<file path="src/rtl/sump_capture_core.sv">
// sump_capture_core
// SUMP-protocol logic-analyzer capture engine. Decodes the host command byte
// stream, samples a 32-bit probe bus every (divider+1) clocks, triggers on a
// masked value match or the external trigger input, stores the trigger sample
// and the samples that follow it, then returns them byte by byte.
//
// Ports:
//   bf_clock       system clock (rising edge)
//   reset          synchronous active-high reset
//   rx_valid       strobe: rx_byte holds a host byte
//   rx_byte        host byte
//   tx_valid       strobe: tx_byte holds a response byte
//   tx_byte        response byte, held until the next tx_valid
//   dataReady      response bytes pending
//   extData        probe inputs
//   extTriggerIn   external trigger, level-sensitive while armed
//   extTriggerOut  one-cycle pulse when the trigger fires
//   armLEDnn       active-low armed indicator
//   triggerLEDnn   active-low triggered indicator
//
// Build option: define SUMP_TESTMODE_EN to let flags bit 11 replace the probe
// bus with a free-running counter.

module sump_capture_core #(
    parameter int unsigned MEM_DEPTH = 64,
    parameter logic [31:0] ID_WORD   = 32'h534C4131
) (
    input  logic        bf_clock,
    input  logic        reset,
    input  logic        rx_valid,
    input  logic [7:0]  rx_byte,
    output logic        tx_valid,
    output logic [7:0]  tx_byte,
    output logic        dataReady,
    input  logic [31:0] extData,
    input  logic        extTriggerIn,
    output logic        extTriggerOut,
    output logic        armLEDnn,
    output logic        triggerLEDnn
);

    localparam int unsigned AW = $clog2(MEM_DEPTH);
    localparam int unsigned CW = AW + 1;

    typedef enum logic [1:0] {StIdle, StArmed, StCapture, StReadout} state_e;

    // (v+1)*4 samples, saturated at the buffer depth.
    function automatic logic [CW-1:0] clamp_count(input logic [15:0] v);
        logic [16:0] n;
        n = {1'b0, v} + 17'd1;
        if (n > 17'(MEM_DEPTH / 4)) begin
            return CW'(MEM_DEPTH);
        end
        return CW'({n, 2'b00});
    endfunction

    state_e        state_q;

    // Command decoder: cmd_cnt_q = 0 expects an opcode, 1..4 a data byte.
    logic [2:0]    cmd_cnt_q;
    logic [7:0]    opcode_q;
    logic [23:0]   cmd_data_q;
    logic [31:0]   cmd_word;

    // Configuration
    logic [23:0]   divider_q;
    logic [31:0]   rd_del_q;
    logic [3:0]    grp_dis_q;
    logic [31:0]   trig_mask_q;
    logic [31:0]   trig_value_q;
    logic          trig_en_q;
`ifdef SUMP_TESTMODE_EN
    logic          test_mode_q;
    logic [31:0]   test_cnt_q;
`endif

    // Capture datapath
    logic [23:0]   tick_cnt_q;
    logic [31:0]   ext_q;
    logic [31:0]   sample;
    logic          tick;
    logic          trig_hit;
    logic [CW-1:0] wr_ptr_q;
    logic          mem_we;
    logic [31:0]   mem [MEM_DEPTH];

    // Response queue: ID bytes first, then sample bytes during readout.
    logic [2:0]    id_left_q;
    logic [AW-1:0] rd_ptr_q;
    logic [CW-1:0] rd_left_q;
    logic [1:0]    grp_q;
    logic [1:0]    grp_first;
    logic [1:0]    grp_next;
    logic          grp_any;
    logic          grp_more;
    logic          q_id;
    logic          q_smp;
    logic          pending;
    logic [1:0]    id_idx;
    logic [31:0]   rd_word;
    logic [7:0]    head_byte;
    logic [CW-1:0] read_n;
    logic [CW-1:0] delay_n;
    logic [CW-1:0] readout_len;

    // Registered outputs
    logic          tx_valid_q;
    logic [7:0]    tx_byte_q;
    logic          trig_out_q;
    logic          arm_led_q;
    logic          trig_led_q;

    always_comb begin
        grp_first = 2'd0;
        grp_any   = 1'b0;
        grp_next  = grp_q;
        grp_more  = 1'b0;
        // Walk downwards so the lowest qualifying group wins.
        for (int i = 3; i >= 0; i--) begin
            if (!grp_dis_q[i]) begin
                grp_first = 2'(i);
                grp_any   = 1'b1;
                if (2'(i) > grp_q) begin
                    grp_next = 2'(i);
                    grp_more = 1'b1;
                end
            end
        end
    end

    always_comb begin
`ifdef SUMP_TESTMODE_EN
        sample = test_mode_q ? test_cnt_q : ext_q;
`else
        sample = ext_q;
`endif
        tick     = (tick_cnt_q == 24'd0);
        trig_hit = extTriggerIn ||
                   (trig_en_q && ((sample & trig_mask_q) == (trig_value_q & trig_mask_q)));
        mem_we   = tick && (((state_q == StArmed) && trig_hit) || (state_q == StCapture));

        read_n      = clamp_count(rd_del_q[15:0]);
        delay_n     = clamp_count(rd_del_q[31:16]);
        readout_len = grp_any ? ((read_n < delay_n) ? read_n : delay_n) : '0;

        q_id      = (id_left_q != 3'd0);
        q_smp     = (state_q == StReadout) && (rd_left_q != '0) && grp_any;
        pending   = q_id || q_smp;
        id_idx    = 2'(3'd4 - id_left_q);
        rd_word   = mem[rd_ptr_q];
        head_byte = q_id ? ID_WORD[8*id_idx +: 8] : rd_word[8*grp_q +: 8];

        cmd_word  = {rx_byte, cmd_data_q};
    end

    always_ff @(posedge bf_clock) begin
        if (mem_we) begin
            mem[wr_ptr_q[AW-1:0]] <= sample;
        end
    end

    always_ff @(posedge bf_clock) begin
        if (reset) begin
            state_q      <= StIdle;
            cmd_cnt_q    <= 3'd0;
            opcode_q     <= 8'd0;
            cmd_data_q   <= 24'd0;
            divider_q    <= 24'd0;
            rd_del_q     <= 32'd0;
            grp_dis_q    <= 4'd0;
            trig_mask_q  <= 32'd0;
            trig_value_q <= 32'd0;
            trig_en_q    <= 1'b0;
`ifdef SUMP_TESTMODE_EN
            test_mode_q  <= 1'b0;
            test_cnt_q   <= 32'd0;
`endif
            tick_cnt_q   <= 24'd0;
            ext_q        <= 32'd0;
            wr_ptr_q     <= '0;
            id_left_q    <= 3'd0;
            rd_ptr_q     <= '0;
            rd_left_q    <= '0;
            grp_q        <= 2'd0;
            tx_valid_q   <= 1'b0;
            tx_byte_q    <= 8'd0;
            trig_out_q   <= 1'b0;
            arm_led_q    <= 1'b1;
            trig_led_q   <= 1'b1;
        end else begin
            tx_valid_q <= 1'b0;
            trig_out_q <= 1'b0;
            ext_q      <= extData;
`ifdef SUMP_TESTMODE_EN
            test_cnt_q <= test_cnt_q + 32'd1;
`endif

            if ((state_q == StArmed) || (state_q == StCapture)) begin
                tick_cnt_q <= tick ? divider_q : (tick_cnt_q - 24'd1);
            end

            unique case (state_q)
                StIdle: ;
                StArmed: begin
                    if (tick && trig_hit) begin
                        // Trigger sample is written to address 0 this cycle.
                        wr_ptr_q   <= CW'(1);
                        state_q    <= StCapture;
                        trig_out_q <= 1'b1;
                        arm_led_q  <= 1'b1;
                        trig_led_q <= 1'b0;
                    end
                end
                StCapture: begin
                    if (tick) begin
                        wr_ptr_q <= wr_ptr_q + CW'(1);
                        if ((wr_ptr_q + CW'(1)) >= delay_n) begin
                            state_q   <= StReadout;
                            rd_ptr_q  <= '0;
                            rd_left_q <= readout_len;
                            grp_q     <= grp_first;
                        end
                    end
                end
                StReadout: begin
                    if (!q_smp) begin
                        state_q <= StIdle;
                    end
                end
            endcase

            // Any host byte pops one pending response byte.
            if (rx_valid && pending) begin
                tx_valid_q <= 1'b1;
                tx_byte_q  <= head_byte;
                if (q_id) begin
                    id_left_q <= id_left_q - 3'd1;
                end else if (grp_more) begin
                    grp_q <= grp_next;
                end else begin
                    grp_q     <= grp_first;
                    rd_ptr_q  <= rd_ptr_q + AW'(1);
                    rd_left_q <= rd_left_q - CW'(1);
                end
            end

            // Command decode; placed last so an abort overrides the updates above.
            if (rx_valid) begin
                if (cmd_cnt_q == 3'd0) begin
                    if (rx_byte[7]) begin
                        opcode_q  <= rx_byte;
                        cmd_cnt_q <= 3'd1;
                    end else begin
                        case (rx_byte)
                            8'h00: begin
                                state_q    <= StIdle;
                                id_left_q  <= 3'd0;
                                rd_left_q  <= '0;
                                wr_ptr_q   <= '0;
                                tick_cnt_q <= 24'd0;
                                trig_out_q <= 1'b0;
                                arm_led_q  <= 1'b1;
                                trig_led_q <= 1'b1;
                                if (!pending) begin
                                    tx_byte_q <= 8'd0;
                                end
                            end
                            8'h01: begin
                                if (state_q == StIdle) begin
                                    state_q    <= StArmed;
                                    tick_cnt_q <= 24'd0;
                                    wr_ptr_q   <= '0;
                                    arm_led_q  <= 1'b0;
                                end
                            end
                            8'h02: id_left_q <= 3'd4;
                            default: ;
                        endcase
                    end
                end else begin
                    case (cmd_cnt_q)
                        3'd1: cmd_data_q[7:0]   <= rx_byte;
                        3'd2: cmd_data_q[15:8]  <= rx_byte;
                        3'd3: cmd_data_q[23:16] <= rx_byte;
                        default: begin
                            case (opcode_q)
                                8'h80: divider_q <= cmd_word[23:0];
                                8'h81: rd_del_q  <= cmd_word;
                                8'h82: begin
                                    grp_dis_q <= cmd_word[5:2];
`ifdef SUMP_TESTMODE_EN
                                    test_mode_q <= cmd_word[11];
`endif
                                end
                                8'hC0: trig_mask_q  <= cmd_word;
                                8'hC1: trig_value_q <= cmd_word;
                                8'hC2: trig_en_q    <= cmd_word[27];
                                default: ;
                            endcase
                        end
                    endcase
                    cmd_cnt_q <= (cmd_cnt_q == 3'd4) ? 3'd0 : (cmd_cnt_q + 3'd1);
                end
            end
        end
    end

    assign tx_valid      = tx_valid_q;
    assign tx_byte       = tx_byte_q;
    assign dataReady     = pending;
    assign extTriggerOut = trig_out_q;
    assign armLEDnn      = arm_led_q;
    assign triggerLEDnn  = trig_led_q;

endmodule

</file>
<file path="config.mk">
export PLATFORM = sky130hd
export DESIGN_NAME = sump_capture_core
export DESIGN_NICKNAME = d
export VERILOG_FILES = /design/src/rtl/sump_capture_core.sv
export SDC_FILE = /design/constraint.sdc
export NUM_CORES = 2
export LEC_CHECK = 0
export ABC_AREA = 1
export CORE_ASPECT_RATIO = 0.75
export CORE_MARGIN = 2
export CORE_UTILIZATION = 30
export DETAILED_ROUTE_END_ITERATION = 8
export HOLD_SLACK_MARGIN = 0.05
export MAX_ROUTING_LAYER = met4
export PLACE_DENSITY = 0.55
export SLEW_MARGIN = 10
export SYNTH_ARGS = -nofsm -noshare
export SYNTH_HDL_FRONTEND = slang
export SYNTH_SLANG_ARGS = --single-unit
</file>
<file path="constraint.sdc">
create_clock -name bf_clock -period 5.9 [get_ports bf_clock]
set_input_delay 0.885 -clock bf_clock [delete_from_list [all_inputs] [get_ports bf_clock]]
set_output_delay 0.885 -clock bf_clock [all_outputs]
set_load 0.05 [all_outputs]
</file>
---- Word-level counts from Yosys, hierarchy flattened ----
Memory sizes are Yosys's and may differ from the RTL's. A register that Yosys moved wholly into a read port is not among the register bits.
Cells that the tools add are included.
storage, ports and cells
  flip-flop bits (word level) ............. 255
  bits in writable memories ............... 2048
  input bits .............................. 44
  output and inout bits ................... 13
  memories ................................ 1
cells by class
  add/sub/neg operators ................... 9
  magnitude comparators ................... 8
  equal/unequal tests ..................... 17
  shift operators ......................... 2
  muxes and demuxes ....................... 118
  bitwise logic cells ..................... 4
  reductions and logical operators ........ 29
memory list
  memory  words  bits a word  read ports  clocked after memory_dff  write ports  RTL line  RTL
  mem     64     32           1           1                         1            85        logic [31:0] mem [MEM_DEPTH];
operators by type and width
  operator                                                        number
  two-way mux 7 bit                                               22
  two-way mux 24 bit                                              6
  bitwise AND 32 bit                                              2
  two-way mux 8 bit                                               7
  two-way mux 2 bit                                               26
  == test 8 bit, second input constant                            6
  one-hot mux 24 bit (2 select lines)                             1
  two-way mux 6 bit                                               7
  two-way mux 1 bit                                               35
  adder 16 x 1 -> 17 bit, second input constant                   2
  greater-than comparator 17 x 5 -> 1 bit, second input constant  2
  == test 32 bit                                                  1
  variable part select 32 x 6 -> 8 bit                            1
  variable part select 32 x 6 -> 8 bit, first input constant      1
  one-hot mux 7 bit (2 select lines)                              2
  zero test 24 bit                                                1
  two-way mux 3 bit                                               8
  AND reduction 4 bit                                             6
  subtractor 24 x 1 -> 24 bit, second input constant              1
  AND reduction 3 bit                                             4
  == test 8 x 1 -> 1 bit, second input constant                   1
  == test 8 x 2 -> 1 bit, second input constant                   1
  zero test 8 bit                                                 1
  adder 7 x 1 -> 7 bit, second input constant                     1
  28 further kinds                                                42

---- Depth between registers and ports, before layout ----
  depth after elaboration ................. 17
  depth in mapped cells ................... 22

---- Worst setup path after synthesis ----
No wires, ideal clock.
  path type ............................... register -> register
  start point ............................. reg ext_q[13]
  end point ............................... mem mem[32][0], enable pin
  arrival ................................. 3785 ps
  data required time ...................... 5479 ps
  setup slack ............................. 1694 ps
  stages on the path, launching flop included .. 12
  cell sequence ........................... dfxtp_1 xnor2_1 nor2_1 nor4_1 nand4_1 nor2_1 nand2_1 nand2_1 nand3_2 o21ai_4 nand3_2 nor2_1
on the way
  word-level cells in the longest chain between the ends .. 9
ends and longest elaborated chain
  item                                     RTL line  RTL
  start: declaration                       79        logic [31:0] ext_q;
  start signal: assignment                 193       ext_q <= extData;
  bitwise AND 32 bit                       139       (trig_en_q && ((sample & trig_mask_q) == (trig_value_q & trig_mask_q)));
  == test 32 bit                           139
  logical AND 1 bit                        139
  logical OR 1 bit                         138       trig_hit = extTriggerIn ||
  logical AND 1 bit                        140       mem_we = tick && (((state_q == StArmed) && trig_hit) || (state_q == StCapture));
  logical OR 1 bit                         140
  logical AND 1 bit                        140
  two-way mux 1 bit                        157       if (mem_we) begin
  two-way mux 1 bit (not written as such)  158       mem[wr_ptr_q[AW-1:0]] <= sample;
  end: declaration                         85
Every way passes these cells.

---- Worst setup path in the final report ----
  start point ............................. reg tick_cnt_q[0]
  end point ............................... mem mem[6][7], enable pin
on the way
  word-level cells in the longest chain between the ends .. 4
ends and longest elaborated chain
  item                                     RTL line  RTL
  start: declaration                       78        logic [23:0] tick_cnt_q;
  start signal: assignment                 199       tick_cnt_q <= tick ? divider_q : (tick_cnt_q - 24'd1);
  zero test 24 bit                         137       tick = (tick_cnt_q == 24'd0);
  logical AND 1 bit                        140
  two-way mux 1 bit                        157
  two-way mux 1 bit (not written as such)  158
Every way passes these cells.

==> impl_summary.log <==
INFO  metric detail-route-antenna-nets = 0
INFO  metric switchingPower = 7890 uW
INFO  metric area_growth = 13.4%
INFO  metric power.share.clock = 0.406
INFO  metric end_kind = flip-flop
INFO  metric final.setup.tns = 0 ns
INFO  metric remaining_drc_errors = 0
INFO  metric power_report.internal_total = 26000 uW
INFO  metric cts-hold-fix-buffers = 0
INFO  metric startpoint_type = flip-flop
INFO  metric min-delay-start = trig_mask_q[26]
INFO  metric firstDrtPassIters = 7
INFO  metric clk_root_buffer_cell = clkbuf_16
INFO  metric initial_core_utilization = 0.302
INFO  metric layout.core_utilization = 0.343
INFO  metric path_class = flip-flop to flip-flop
INFO  metric maxClockFrequency = 0.205 GHz
INFO  metric clock_sink_count = 2303
INFO  metric grt_pass1_vias = 57700
INFO  metric gp_routability_congestion = 0.894
INFO  metric timing.critical_path.required = 6.38 ns
INFO  metric worstHoldPathType = flip-flop to flip-flop
INFO  metric setup_repair_after_global_routing_missed_its_margin = false
INFO  metric hpwl = 176000 um
INFO  metric drt-wirelength-per-cell = 25.5 um
INFO  metric worstSetupStartpoint = tick_cnt_q[0]
INFO  metric p_per_area = 326 mW/mm^2
INFO  metric tritoncts_clock_tree = built
INFO  metric layout_common_cells = 2048 x edfxtp_1, 1267 x nor2_1, 934 x o21ai_0, 413 x nand2_1, 340 x o21ai_1
INFO  metric multi_input_area = 0.0226 mm^2
INFO  metric cts_max_path_buffers = 4
INFO  metric ys_seq_area_frac = 0.727
INFO  metric p_sw_frac = 0.233
INFO  metric worst_skew_pair.late_latency = 0.89 ns
INFO  metric synth_area_per_cell = 12.1 um^2
INFO  metric max_slew.worst_pin.slew = 1.24 ns
INFO  metric synthDominantAreaCellType = edfxtp_1
INFO  metric worstPathArrival = 5.35 ns
INFO  metric place_inst = 11300
INFO  metric share_of_yosys_cell_area_claimed_by_the_top_area_cell_type = 0.671
INFO  metric power.sequential.fraction = 0.535
INFO  metric fin_total_pwr = 33900 uW
INFO  metric count_of_pins_on_the_block_boundary = 57
INFO  metric first_pass_grt_wire_length = 424000 um
INFO  metric grt_antenna_before_repair = 24
INFO  metric count_of_max_cap_constraint_violations = 0
INFO  metric stdcell_count = 11700
INFO  metric run_status = completed
INFO  metric final_layout_size_suffix_gt1_frac = 0.0766
INFO  metric routed-via-count = 63100
INFO  metric cts.clk_slew.worst_paths = 0.06 ns
INFO  metric worst_slew_margin_rel = 0.173
INFO  metric post_synth_main_area_contributors = edfxtp_1 67%, dfxtp_1 5.6%, nor2_1 5.5%, o21ai_0 5.1%, o22ai_1 2.1%
INFO  metric detailed_router_s_first_iteration_violation_count = 9730
INFO  metric synthArstFlopShare = 0
INFO  metric final_net_count = 7549
INFO  metric grt_start_max_net_pins = 170
INFO  metric die_area = 0.310 mm^2
INFO  metric die_width = 642 um
INFO  metric nFillCells = 29700
INFO  metric ys_warn_count = 0
INFO  metric clock_skew = 0.0565 ns
INFO  metric cts-htree-levels = 4
INFO  metric core_area = 0.303 mm^2
INFO  metric yosysUniqueCellTypes = 45
INFO  metric hold-path-cell-count = 2
INFO  metric post-route-cell-area = 0.104 mm^2
INFO  metric crit_path_max_fanout = 32
INFO  metric post_synth_instance_area = 0.0917 mm^2
INFO  metric die_height = 483 um
INFO  metric final-seq-area = 0.0667 mm^2
INFO  metric vdd.ir_drop.worst = 269 uV
INFO  metric combPwrFrac = 0.060
INFO  metric finalSetupViolCount = 0
INFO  metric synth_cells = 7551
INFO  metric postCtsResizedCells = 0
INFO  metric placedInstanceArea = 0.0973 mm^2
INFO  metric placement_rows = 175
INFO  metric timing_hold_violations_final = 0
INFO  metric cellLeakagePower = 0.0333 uW
INFO  metric wl = 299000 um
INFO  metric placement.io_buffers = 56
INFO  metric timing.final.max_slew_violations = 0
INFO  metric fin_crit = 4.87 ns
INFO  metric gr_overflow_total = 0
INFO  metric layout_worst_path_cycle_share = 0.825
INFO  metric synth_enable_flop_cells = 2048
INFO  metric cts-buffers-inserted = 216
INFO  metric worst-r2r-cell-count = 15
INFO  metric synth_top_flop_cell = edfxtp_1
INFO  metric crit-reg2reg-launch = tick_cnt_q[0]
INFO  metric yosys_register_bits = 2303
INFO  metric detail_route.vias_per_cell = 5.38
INFO  metric syn_nets = 7629
INFO  metric postCtsSetupBuffers = 0
INFO  metric mostFrequentLayoutCell = edfxtp_1
INFO  metric grtUsageTotal = 0.191
final timing paths:
kind | slack [ns] | end
max reg2reg | 1.03 | mem[6][7]
max | 1.03 | mem[6][7]
min | 0.45 | trig_mask_q[26]
min reg2reg | 0.45 | trig_mask_q[26]
metrics by stage:
| stage | hold WS (ns) | setup WS, ns |
|---|---|---|
| after global placement | 0.432 | 0.971 |
| after CTS | 0.446 | 1.07 |
| after global routing | 0.465 | 0.780 |
| after detailed placement | 0.435 | 1.10 |
| final | 0.446 | 1.03 |
| after floorplan | 0.421 | 1.69 |
cell usage after synthesis (all sizes together), types with 86 or more instances:
master / n
o211ai: 93
o221ai: 157
nor2: 1332
nand2: 420
o21ai: 1275
o22ai: 308
nand3: 331
buf: 86
a21oi: 324
edfxtp: 2048
dfxtp: 255
clkbuf: 414
inv: 268
cells by family after synthesis:
group	share of synthesized area
flip-flops	0.727
AND/OR/NAND/NOR	0.0985
AO/OA/AOI/OAI	0.134
buffers and inverters	0.0326
XOR/XNOR	0.00401
adder cells (fa/ha/maj)	0.00464
power by group through the flow:
stage | logic [uW] | registers (uW) | clock network (uW)
finish | 2020 | 18100 | 13700
global route | 2200 | 18100 | 14500
CTS | 1980 | 18100 | 13900
detailed placement | 1970 | 18500 | 0
global placement | 1960 | 18400 | 0
floorplan | 1090 | 18500 | 0
area by class of cell:
class | instances | share of cell area
flip-flops and latches | 2303 | 0.641
multi-input cells | 4475 | 0.217
clock buffers | 270 | 0.0550
well taps | 4071 | 0.0490
repair buffers | 202 | 0.0181
inverters | 273 | 0.0101
clock inverters | 110 | 0.00928
diodes | 6 | 0.000144
critical path: stages, from the launching register on:
cell and delay [ns]:
dfxtp_1 0.34, inv_1 0.11, ha_1 0.20, nand2_1 0.15, nor2_1 0.22, nand2_1 0.12, nor3_2 0.18, nand4_1 0.12
or2_1 0.26, nor2_1 0.12, nand2_1 0.16, inv_2 0.13, nand3_2 0.14, o21ai_4 0.24, nand3_2 0.80, nor2_4 1.16
metal layers:
layer | up-vias | GRT usage | part of all wire
met5 | - | - | 0
met4 | 0 | 0.0470 | 0.024
met3 | 416 | 0.0505 | 0.13
met2 | 3410 | 0.249 | 0.39
met1 | 31600 | 0.289 | 0.45
li1 | 27700 | - | -
sequential cells by signal, indices dropped and copies added, names as in the netlist:
signal / flops
grp_q: 2
armLEDnn: 1
trig_en_q: 1
cmd_data_q: 24
triggerLEDnn: 1
tick_cnt_q: 24
trig_mask_q: 32
tx_byte: 8
tx_valid: 1
trig_value_q: 32
rd_left_q: 7
divider_q: 24
state_q: 2
cmd_cnt_q: 3
rd_ptr_q: 6
extTriggerOut: 1
grp_dis_q: 4
rd_del_q: 32
wr_ptr_q: 7
ext_q: 32
mem: 2048
id_left_q: 3
opcode_q: 8
Power figures use the tool's default switching activity.
